File: config.mk
export PLATFORM = sky130hd
export DESIGN_NAME = fetch_unit_flat
export DESIGN_NICKNAME = d
export VERILOG_FILES = /design/src/rtl/mips_pkg.sv /design/src/rtl/fetch_unit_if.sv /design/src/rtl/fetch_fifo.sv /design/src/rtl/fetch_unit.sv /design/src/flat_wrapper.sv
export SDC_FILE = /design/constraint.sdc
export NUM_CORES = 1
export LEC_CHECK = 0
export CORE_MARGIN = 5
export CORE_UTILIZATION = 53
export DETAILED_ROUTE_END_ITERATION = 16
export PLACE_DENSITY = 0.8
export SLEW_MARGIN = 0
export SYNTH_ARGS = -nofsm -noshare
export SYNTH_HDL_FRONTEND = slang
export SYNTH_SLANG_ARGS = --single-unit
File: constraint.sdc
create_clock -name clk -period 4.8 [get_ports clk]
set_input_delay 0.48 -clock clk [delete_from_list [all_inputs] [get_ports clk]]
set_output_delay 0.48 -clock clk [all_outputs]
set_load 0.1 [all_outputs]
File: src/rtl/mips_pkg.sv
// Shared MIPS pipeline definitions: word width, PC step, NOP encoding and
// the fetch-buffer entry layout.
package mips_pkg;

    localparam int              WORD_W    = 32;
    localparam logic [31:0]     NOP_INSTR = 32'h0000_0000;
    localparam logic [31:0]     PC_STEP   = 32'd4;

    typedef struct packed {
        logic [WORD_W-1:0] instr;
        logic [WORD_W-1:0] pcPlus4;
    } fetch_entry_t;

    function automatic logic [WORD_W-1:0] nextPc(input logic [WORD_W-1:0] pc);
        return pc + PC_STEP;
    endfunction

endpackage

File: src/rtl/fetch_unit_if.sv
// Fetch-stage bundle: instruction-memory handshake toward memory plus the
// IF/ID side (redirect, stall and the presented instruction).
interface fetch_unit_if;
    import mips_pkg::*;

    logic              imem_req;
    logic [WORD_W-1:0] imem_addr;
    logic              imem_ack;
    logic              imem_rvalid;
    logic [WORD_W-1:0] imem_rdata;
    logic              redirect;
    logic [WORD_W-1:0] redirect_pc;
    logic              stall;
    logic              if_valid;
    logic [WORD_W-1:0] if_instr;
    logic [WORD_W-1:0] if_pc_plus4;

    modport master (
        output imem_req, imem_addr, if_valid, if_instr, if_pc_plus4,
        input  imem_ack, imem_rvalid, imem_rdata, redirect, redirect_pc, stall
    );

    modport slave (
        input  imem_req, imem_addr, if_valid, if_instr, if_pc_plus4,
        output imem_ack, imem_rvalid, imem_rdata, redirect, redirect_pc, stall
    );

endinterface

File: src/rtl/fetch_fifo.sv
// Synchronous FIFO with a flush that takes priority over push and pop.
// DEPTH must be a power of two so the pointers wrap naturally.
module fetch_fifo #(
    parameter  int DEPTH = 2,
    parameter  int WIDTH = 64,
    localparam int AW    = $clog2(DEPTH),
    localparam int CW    = AW + 1
) (
    input  logic             clk,
    input  logic             rst,
    input  logic             i_flush,
    input  logic             i_push,
    input  logic [WIDTH-1:0] i_data,
    input  logic             i_pop,
    output logic [WIDTH-1:0] o_data,
    output logic [CW-1:0]    o_count,
    output logic             o_empty,
    output logic             o_full
);

    logic [WIDTH-1:0] r_mem [DEPTH];
    logic [AW-1:0]    r_wrPtr;
    logic [AW-1:0]    r_rdPtr;
    logic [CW-1:0]    r_count;
    logic             w_doPush;
    logic             w_doPop;

    assign w_doPush = i_push & ~i_flush;
    assign w_doPop  = i_pop & ~o_empty & ~i_flush;

    always_ff @(posedge clk or posedge rst) begin
        if (rst) begin
            r_wrPtr <= '0;
            r_rdPtr <= '0;
            r_count <= '0;
        end else if (i_flush) begin
            r_wrPtr <= '0;
            r_rdPtr <= '0;
            r_count <= '0;
        end else begin
            if (w_doPush) r_wrPtr <= r_wrPtr + AW'(1);
            if (w_doPop)  r_rdPtr <= r_rdPtr + AW'(1);
            r_count <= r_count + CW'(w_doPush) - CW'(w_doPop);
        end
    end

    // Storage needs no reset: the head is only observed when the FIFO is non-empty.
    always_ff @(posedge clk) begin
        if (w_doPush) r_mem[r_wrPtr] <= i_data;
    end

    assign o_data  = r_mem[r_rdPtr];
    assign o_count = r_count;
    assign o_empty = (r_count == '0);
    assign o_full  = (r_count == CW'(DEPTH));

endmodule

File: src/rtl/fetch_unit.sv
// MIPS instruction fetch stage: owns the PC, issues credit-limited word
// fetches, drops responses made stale by a redirect and buffers the rest.
module fetch_unit
    import mips_pkg::*;
#(
    parameter logic [31:0] RESET_PC = 32'h0000_0000,
    parameter int          DEPTH    = 2
) (
    input  logic         clk,
    input  logic         rst,
    fetch_unit_if.master bus
);

    localparam int CW = $clog2(DEPTH) + 1;

    logic [WORD_W-1:0] r_pc;
    logic [WORD_W-1:0] r_respPc;
    logic [CW-1:0]     r_outstanding;
    logic [CW-1:0]     r_discard;

    logic [CW-1:0]     w_count;
    logic              w_empty;
    logic              w_full;
    logic              w_pop;
    logic              w_push;
    logic              w_req;
    logic              w_accept;
    logic [CW:0]       w_inUse;
    fetch_entry_t      w_newEntry;
    fetch_entry_t      w_head;

    assign w_pop    = ~w_empty & ~bus.stall & ~bus.redirect;
    assign w_push   = bus.imem_rvalid & (r_discard == '0) & ~bus.redirect;

    // Buffered plus in-flight entries, crediting the slot freed by this cycle's pop.
    assign w_inUse  = {1'b0, w_count} + {1'b0, r_outstanding} - {{CW{1'b0}}, w_pop};
    assign w_req    = ~rst & ~bus.redirect & (w_inUse < (CW+1)'(DEPTH));
    assign w_accept = w_req & bus.imem_ack;

    assign w_newEntry = '{instr: bus.imem_rdata, pcPlus4: nextPc(r_respPc)};

    always_ff @(posedge clk or posedge rst) begin
        if (rst) begin
            r_pc     <= RESET_PC;
            r_respPc <= RESET_PC;
        end else if (bus.redirect) begin
            r_pc     <= bus.redirect_pc;
            r_respPc <= bus.redirect_pc;
        end else begin
            if (w_accept) r_pc     <= nextPc(r_pc);
            if (w_push)   r_respPc <= nextPc(r_respPc);
        end
    end

    // Responses still owed for pre-redirect fetches are counted down and dropped.
    always_ff @(posedge clk or posedge rst) begin
        if (rst) begin
            r_outstanding <= '0;
            r_discard     <= '0;
        end else begin
            r_outstanding <= r_outstanding + CW'(w_accept) - CW'(bus.imem_rvalid);
            if (bus.redirect)
                r_discard <= r_outstanding - CW'(bus.imem_rvalid);
            else if (bus.imem_rvalid && (r_discard != '0))
                r_discard <= r_discard - CW'(1);
        end
    end

    fetch_fifo #(
        .DEPTH (DEPTH),
        .WIDTH ($bits(fetch_entry_t))
    ) u_fifo (
        .clk     (clk),
        .rst     (rst),
        .i_flush (bus.redirect),
        .i_push  (w_push),
        .i_data  (w_newEntry),
        .i_pop   (w_pop),
        .o_data  (w_head),
        .o_count (w_count),
        .o_empty (w_empty),
        .o_full  (w_full)
    );

    assert property (@(posedge clk) disable iff (rst) !(w_push && w_full));

    assign bus.imem_req    = w_req;
    assign bus.imem_addr   = r_pc;
    assign bus.if_valid    = ~w_empty;
    assign bus.if_instr    = w_empty ? NOP_INSTR : w_head.instr;
    assign bus.if_pc_plus4 = w_empty ? '0 : w_head.pcPlus4;

endmodule

File: src/flat_wrapper.sv
// flat-port wrapper written by rule: the top's interface ports become plain ports
module fetch_unit_flat import mips_pkg::*;
#(
    parameter logic [31:0] RESET_PC = 32'h0000_0000,
    parameter int          DEPTH    = 2
)
  (clk, rst, bus_imem_req, bus_imem_addr, bus_if_valid, bus_if_instr, bus_if_pc_plus4, bus_imem_ack, bus_imem_rvalid, bus_imem_rdata, bus_redirect, bus_redirect_pc, bus_stall);
  fetch_unit_if bus_i ();
  input  logic clk;
  input  logic rst;
  output wire logic [$bits(bus_i.imem_req)-1:0] bus_imem_req;
  output wire logic [$bits(bus_i.imem_addr)-1:0] bus_imem_addr;
  output wire logic [$bits(bus_i.if_valid)-1:0] bus_if_valid;
  output wire logic [$bits(bus_i.if_instr)-1:0] bus_if_instr;
  output wire logic [$bits(bus_i.if_pc_plus4)-1:0] bus_if_pc_plus4;
  input wire logic [$bits(bus_i.imem_ack)-1:0] bus_imem_ack;
  input wire logic [$bits(bus_i.imem_rvalid)-1:0] bus_imem_rvalid;
  input wire logic [$bits(bus_i.imem_rdata)-1:0] bus_imem_rdata;
  input wire logic [$bits(bus_i.redirect)-1:0] bus_redirect;
  input wire logic [$bits(bus_i.redirect_pc)-1:0] bus_redirect_pc;
  input wire logic [$bits(bus_i.stall)-1:0] bus_stall;
  assign bus_imem_req = bus_i.imem_req;
  assign bus_imem_addr = bus_i.imem_addr;
  assign bus_if_valid = bus_i.if_valid;
  assign bus_if_instr = bus_i.if_instr;
  assign bus_if_pc_plus4 = bus_i.if_pc_plus4;
  assign bus_i.imem_ack = bus_imem_ack;
  assign bus_i.imem_rvalid = bus_imem_rvalid;
  assign bus_i.imem_rdata = bus_imem_rdata;
  assign bus_i.redirect = bus_redirect;
  assign bus_i.redirect_pc = bus_redirect_pc;
  assign bus_i.stall = bus_stall;
  fetch_unit #(.RESET_PC(RESET_PC), .DEPTH(DEPTH)) u_core (.clk(clk), .rst(rst), .bus(bus_i));
endmodule
Yosys cells after proc, flatten, opt, wreduce, memory -nomap -nowiden
Memories as Yosys holds them, arrays and structs flattened.
Cells that the tools add are included.

word-level totals
  word-level logic and storage cells = 59
  memories = 1
  output and inout port bits = 98
  RAM bits = 128
  register bits after elaboration = 72
  input port bits = 70

memory list
  name                 depth  width  rd ports  clocked after Yosys merged registers in  write ports  line              source
  u_core.u_fifo.r_mem  2      64     1         0                                        1            fetch_fifo.sv:21  logic [WIDTH-1:0] r_mem [DEPTH];

cells by class
  bitwise logic cells = 14
  magnitude comparators = 1
  reduce and logical (&&, ||, !) cells = 9
  mux-type cells = 15
  add/sub/neg operators = 12

operators by type and width
  cell                                                count
  two-way mux 32 bit                                  6
  adder 32 x 3 -> 32 bit, second input constant       2
  nonzero test 2 bit                                  6
  AND 1 bit                                           10
  two-way mux 1 bit                                   6
  two-way mux 2 bit                                   3
  subtractor 2 x 1 -> 2 bit                           3
  adder 2 x 1 -> 2 bit                                2
  logical NOT 2 bit                                   2
  inverter 1 bit                                      4
  adder 2 x 2 -> 3 bit                                1
  < comparator 3 x 2 -> 1 bit, second input constant  1
  subtractor 3 x 1 -> 3 bit                           1
  adder 1 bit, second input constant                  2
  subtractor 2 x 1 -> 2 bit, second input constant    1
  logical AND 1 bit                                   1

Depth between registers and ports, before layout
  depth after elaboration = 10
  mapped depth = 14
  gate-level depth less buffers = 11

By module
From an unflattened synthesis, not the netlist that was laid out.

unflattened totals
  cell total of the unflattened synthesis = 781
  area total of the unflattened synthesis = 9681.8 µm²

by module, submodules not included
  module      instances  area each (µm²)  cells each  seq. area each (µm²)
  fetch_fifo  1          4862.2           223         3943.8
  fetch_unit  1          4819.6           558         1701.6

Least setup slack after synthesis
OpenSTA, ideal clock, no wires.

  path type = reg2reg
  start = register u_core.r_discard[0]
  end = memory u_core.u_fifo.r_mem[0][0], enable pin
  period minus slack after synthesis = 4436 ps
  cell stages (with the launch flop) = 7
  setup time = 486 ps
  required time = 4314 ps
  arrival = 3950 ps
  path slack = 364 ps
  buffers on the path = 1
  cells stage by stage = dfrtp_1 -> inv_1 -> ha_1 -> and2_0 -> clkbuf_1 -> nand2_1 -> nor2_1

on the way
  word-level cells in the longest chain between the ends = 6

ends and longest elaborated chain
  item                                     line              source
  start: declaration                       fetch_unit.sv:19  logic [CW-1:0] r_discard;
  start signal: assignment                 fetch_unit.sv:63  r_discard <= r_outstanding - CW'(bus.imem_rvalid);
  start signal: assignment                 fetch_unit.sv:65  r_discard <= r_discard - CW'(1);
  logical NOT 2 bit                        fetch_unit.sv:33  assign w_push = bus.imem_rvalid & (r_discard == '0) & ~bus.redirect;
  AND 1 bit (2 in a row)                   fetch_unit.sv:33
  AND 1 bit                                fetch_fifo.sv:28  assign w_doPush = i_push & ~i_flush;
  two-way mux 1 bit                        fetch_fifo.sv:49  if (w_doPush) r_mem[r_wrPtr] <= i_data;
  two-way mux 1 bit (implied by the code)  fetch_fifo.sv:49
  end: declaration                         fetch_fifo.sv:21

Every way passes these cells.

Final worst setup path
  start = register u_core.u_fifo.r_rdPtr
  end = output bus_if_instr[11]

on the way
  word-level cells in the longest chain between the ends = 2

ends and longest elaborated chain
  item                      line                source
  start: declaration        fetch_fifo.sv:23    logic [AW-1:0] r_rdPtr;
  start signal: assignment  fetch_fifo.sv:42    if (w_doPop) r_rdPtr <= r_rdPtr + AW'(1);
  memory (2 x 64 bit)       --
  two-way mux 32 bit        fetch_unit.sv:90    assign bus.if_instr = w_empty ? NOP_INSTR : w_head.instr;
  end: declaration          flat_wrapper.sv:14  output wire logic [$bits(bus_i.if_instr)-1:0] bus_if_instr;

Every way passes these cells.

==> run metrics <==
largest net degree at the start of global routing=69; EDFF count, synth=around 130; Synth top area share=0.412; Worst Path Arrival=approximately 3.1 ns; core area=between 0.015 and 0.02 mm^2; register area share after synthesis=0.606; Worst setup EP type=output pin; H-tree depth=4; R2R cell count=12; first-pass GRT wire length=34,500 um; post-DP HPWL=14,500 um; root buf cell=clkbuf_16; RSZ-0062 raised after global routing=false; Netlist Area Pre-Place=approximately 0.0093 mm^2; hold path depth=0; GRT Overall Usage=0.213; hold_ws=roughly 0.48 ns; syn_area_per_cell=~12 um^2; HP Class=register to register; Total Nets Final=between 1,000 and 1,500; actual slew at the worst max-slew pin=between 1 and 1.5 ns; worst r2r src=u_core.u_fifo.o_count[1]; Power Dens Cells=526 mW/mm^2; clk sinks=200; Worst Path Max Fanout=58; ys async rst share=0.360; Fin. Hold Viols=0; Detailed Route Iter0 Violations=around 450; DRC errors left=0; WP data required=about 4.3 ns; Design Area, Final=0.0119 mm^2; clock transition at the registers of the reported paths=~0.070 ns; Met3 Routed Length=between 1500 and 2000 um; crit path kind=register to output pin; CTS Buf Count=17; DR WL met2=between 9000 and 10,000 um; Layout area overhead=27.2%; DRT Wirelength=roughly 21,000 um; share of layout cells above drive strength 1=0.0738; Die Wd=between 100 and 150 um; main flop type after synthesis=edfxtp_1; post-cts hold buffer count=0; initial antenna violation count=0; Synth cell types=54; Placed Area=0.0112 mm^2; vias in the first global route=a little under 7,000; most frequent cells in the layout=clkdlybuf4s50_1, edfxtp_1, nor2_1; fin crit share=0.753; LEAKAGE=0.00418 uW; M1 wire length=roughly 9400 um; Hold Crit Start=u_core.r_respPc[0]; final global-route overflow total=0; yosys warns=0; maximum clock insertion buffer count=2; Fin Clk Skew=between 0.01 and 0.015 ns; clk_lat worst skew=about 0.42 ns; post-synth top area cell=edfxtp_1; Initial Util=0.539; #FFs+latches synth=200; DR WL/cell=17.9 um; multi-input logic area=approximately 0.0034 mm^2; DR pass1 iterations=7; post-CTS setup buffers=0; Via Count=roughly 6,600; drt via density=5.62; Period minus WS final=around 3.6 ns; setup TNS=0 ns; Max Clk Rate=around 0.28 GHz; Final GP Congestion=between 0.9 and 1; TritonCTS clock tree=built; Setup crit start kind=register; Top Layer Used=met4; cell count after synthesis=781; Die Ht=143 um; most common cell after layout, fill and taps aside=clkdlybuf4s50_1; maximum VDD drop=roughly 0.34 mV; Area contributors post-synth=edfxtp_1, dfrtp_1, mux2i_1; row cnt=48; CP Launch Point=u_core.u_fifo.r_rdPtr; # fillers=between 1,000 and 1,500; Pins Over Slew Limit=0; full die area=0.0203 mm^2; max cap viols=0; ANT nets after route=0; Slew headroom=0.293; Port Buffers=roughly 170; endpoints failing setup=0; storage element area=about 0.0056 mm^2; CTS resizes=0; Net Count, Synth=roughly 860; status=completed; io pins=between 150 and 200
==> layout make-up <==
class	count	share of cell area
clock inverters	15	0.0198
repair buffers	178	0.148
diodes	1	0.000211
well taps	225	0.0237
flip-flops and latches	200	0.477
multi-input cells	519	0.289
clock buffers	17	0.0359
inverters	19	0.00602
==> cells in the mapped netlist, types with 2 or more instances <==
master      n
edfxtp_1  128
nor2_1     96
dfrtp_1    72
mux2i_1    64
nand2_1    59
xnor2_1    42
o21ai_0    40
nand3_1    37
xor2_1     29
nand4_1    21
clkbuf_1   19
inv_1      17
and3_1     15
buf_2      12
a21oi_1    10
buf_1      10
ha_1        9
nor3_1      8
o211ai_1    8
mux2_2      7
nor4_1      7
a31oi_1     6
o311ai_0    6
a41oi_1     5
and2_1      5
or3_1       5
and4_1      3
nand2b_1    3
nor4_2      3
o21ai_1     3
a211oi_1    2
a21boi_0    2
a31o_2      2
and2_0      2
and4_4      2
clkinv_1    2
nand4_4     2
or4_1       2
==> power breakdown <==
group	total [uW]	switching (uW)	internal, uW
registers	2220	185	2030
clock network	1580	643	940
logic	2440	1810	626
==> metal layers <==
layer,global-route usage,up-vias
li1,-,3132
met2,0.336,260
met3,0.0472,17
met1,0.301,3191
met5,0,-
met4,0.0565,0
==> path summary, 6_finish.rpt <==
check	to	slack [ns]
worst max-delay path	bus_if_instr[11]	1.18
worst min-delay path	u_core.u_fifo.r_mem[1][0]	0.48
worst max register to register	u_core.bus.imem_addr[24]	1.60
worst min register to register	u_core.u_fifo.r_mem[1][0]	0.48
max in group asynchronous	u_core.bus.imem_addr[10]	3.19
min in group asynchronous	u_core.u_fifo.o_count[0]	0.67
==> kinds of logic (layout without fill, tap and decap cells) <==
kind of cell / after synthesis / after routing / synth area share
compound gates: 89 / 89 / 0.0591
xor+xnor: 71 / 71 / 0.0667
fa+ha+maj: 10 / 10 / 0.0142
buf+inv: 62 / 229 / 0.0282
flops: 200 / 200 / 0.606
mux: 71 / 71 / 0.0772
other cells: 0 / 1 / 0
simple gates: 278 / 278 / 0.149
==> worst max-delay path: stages (launching register included) <==
cell	delay (ns)
dfrtp_4	1.08
buf_4	0.29
mux2i_1	0.09
nor2_1	0.09
clkdlybuf4s50_1	1.15
==> per-stage QoR <==
stage	total power (uW)	util	setup WS (ns)	cells
floorplan	4090	-	0.364	781
detailed placement	4700	0.647	1.05	1141
CTS	6280	0.685	1.12	1173
global placement	4660	0.647	1.18	1141
finish	6240	0.685	1.18	1174
global route	6490	0.685	1.01	1173
==> registers in the layout, indices dropped and copies added (netlist names) <==
signal                 cells
u_core.bus.imem_addr      32
u_core.u_fifo.r_rdPtr      1
u_core.u_fifo.r_wrPtr      1
u_core.r_outstanding       2
u_core.u_fifo.o_count      2
u_core.r_respPc           32
u_core.u_fifo.r_mem      128
u_core.r_discard           2
Power figures use the tool's default switching activity.
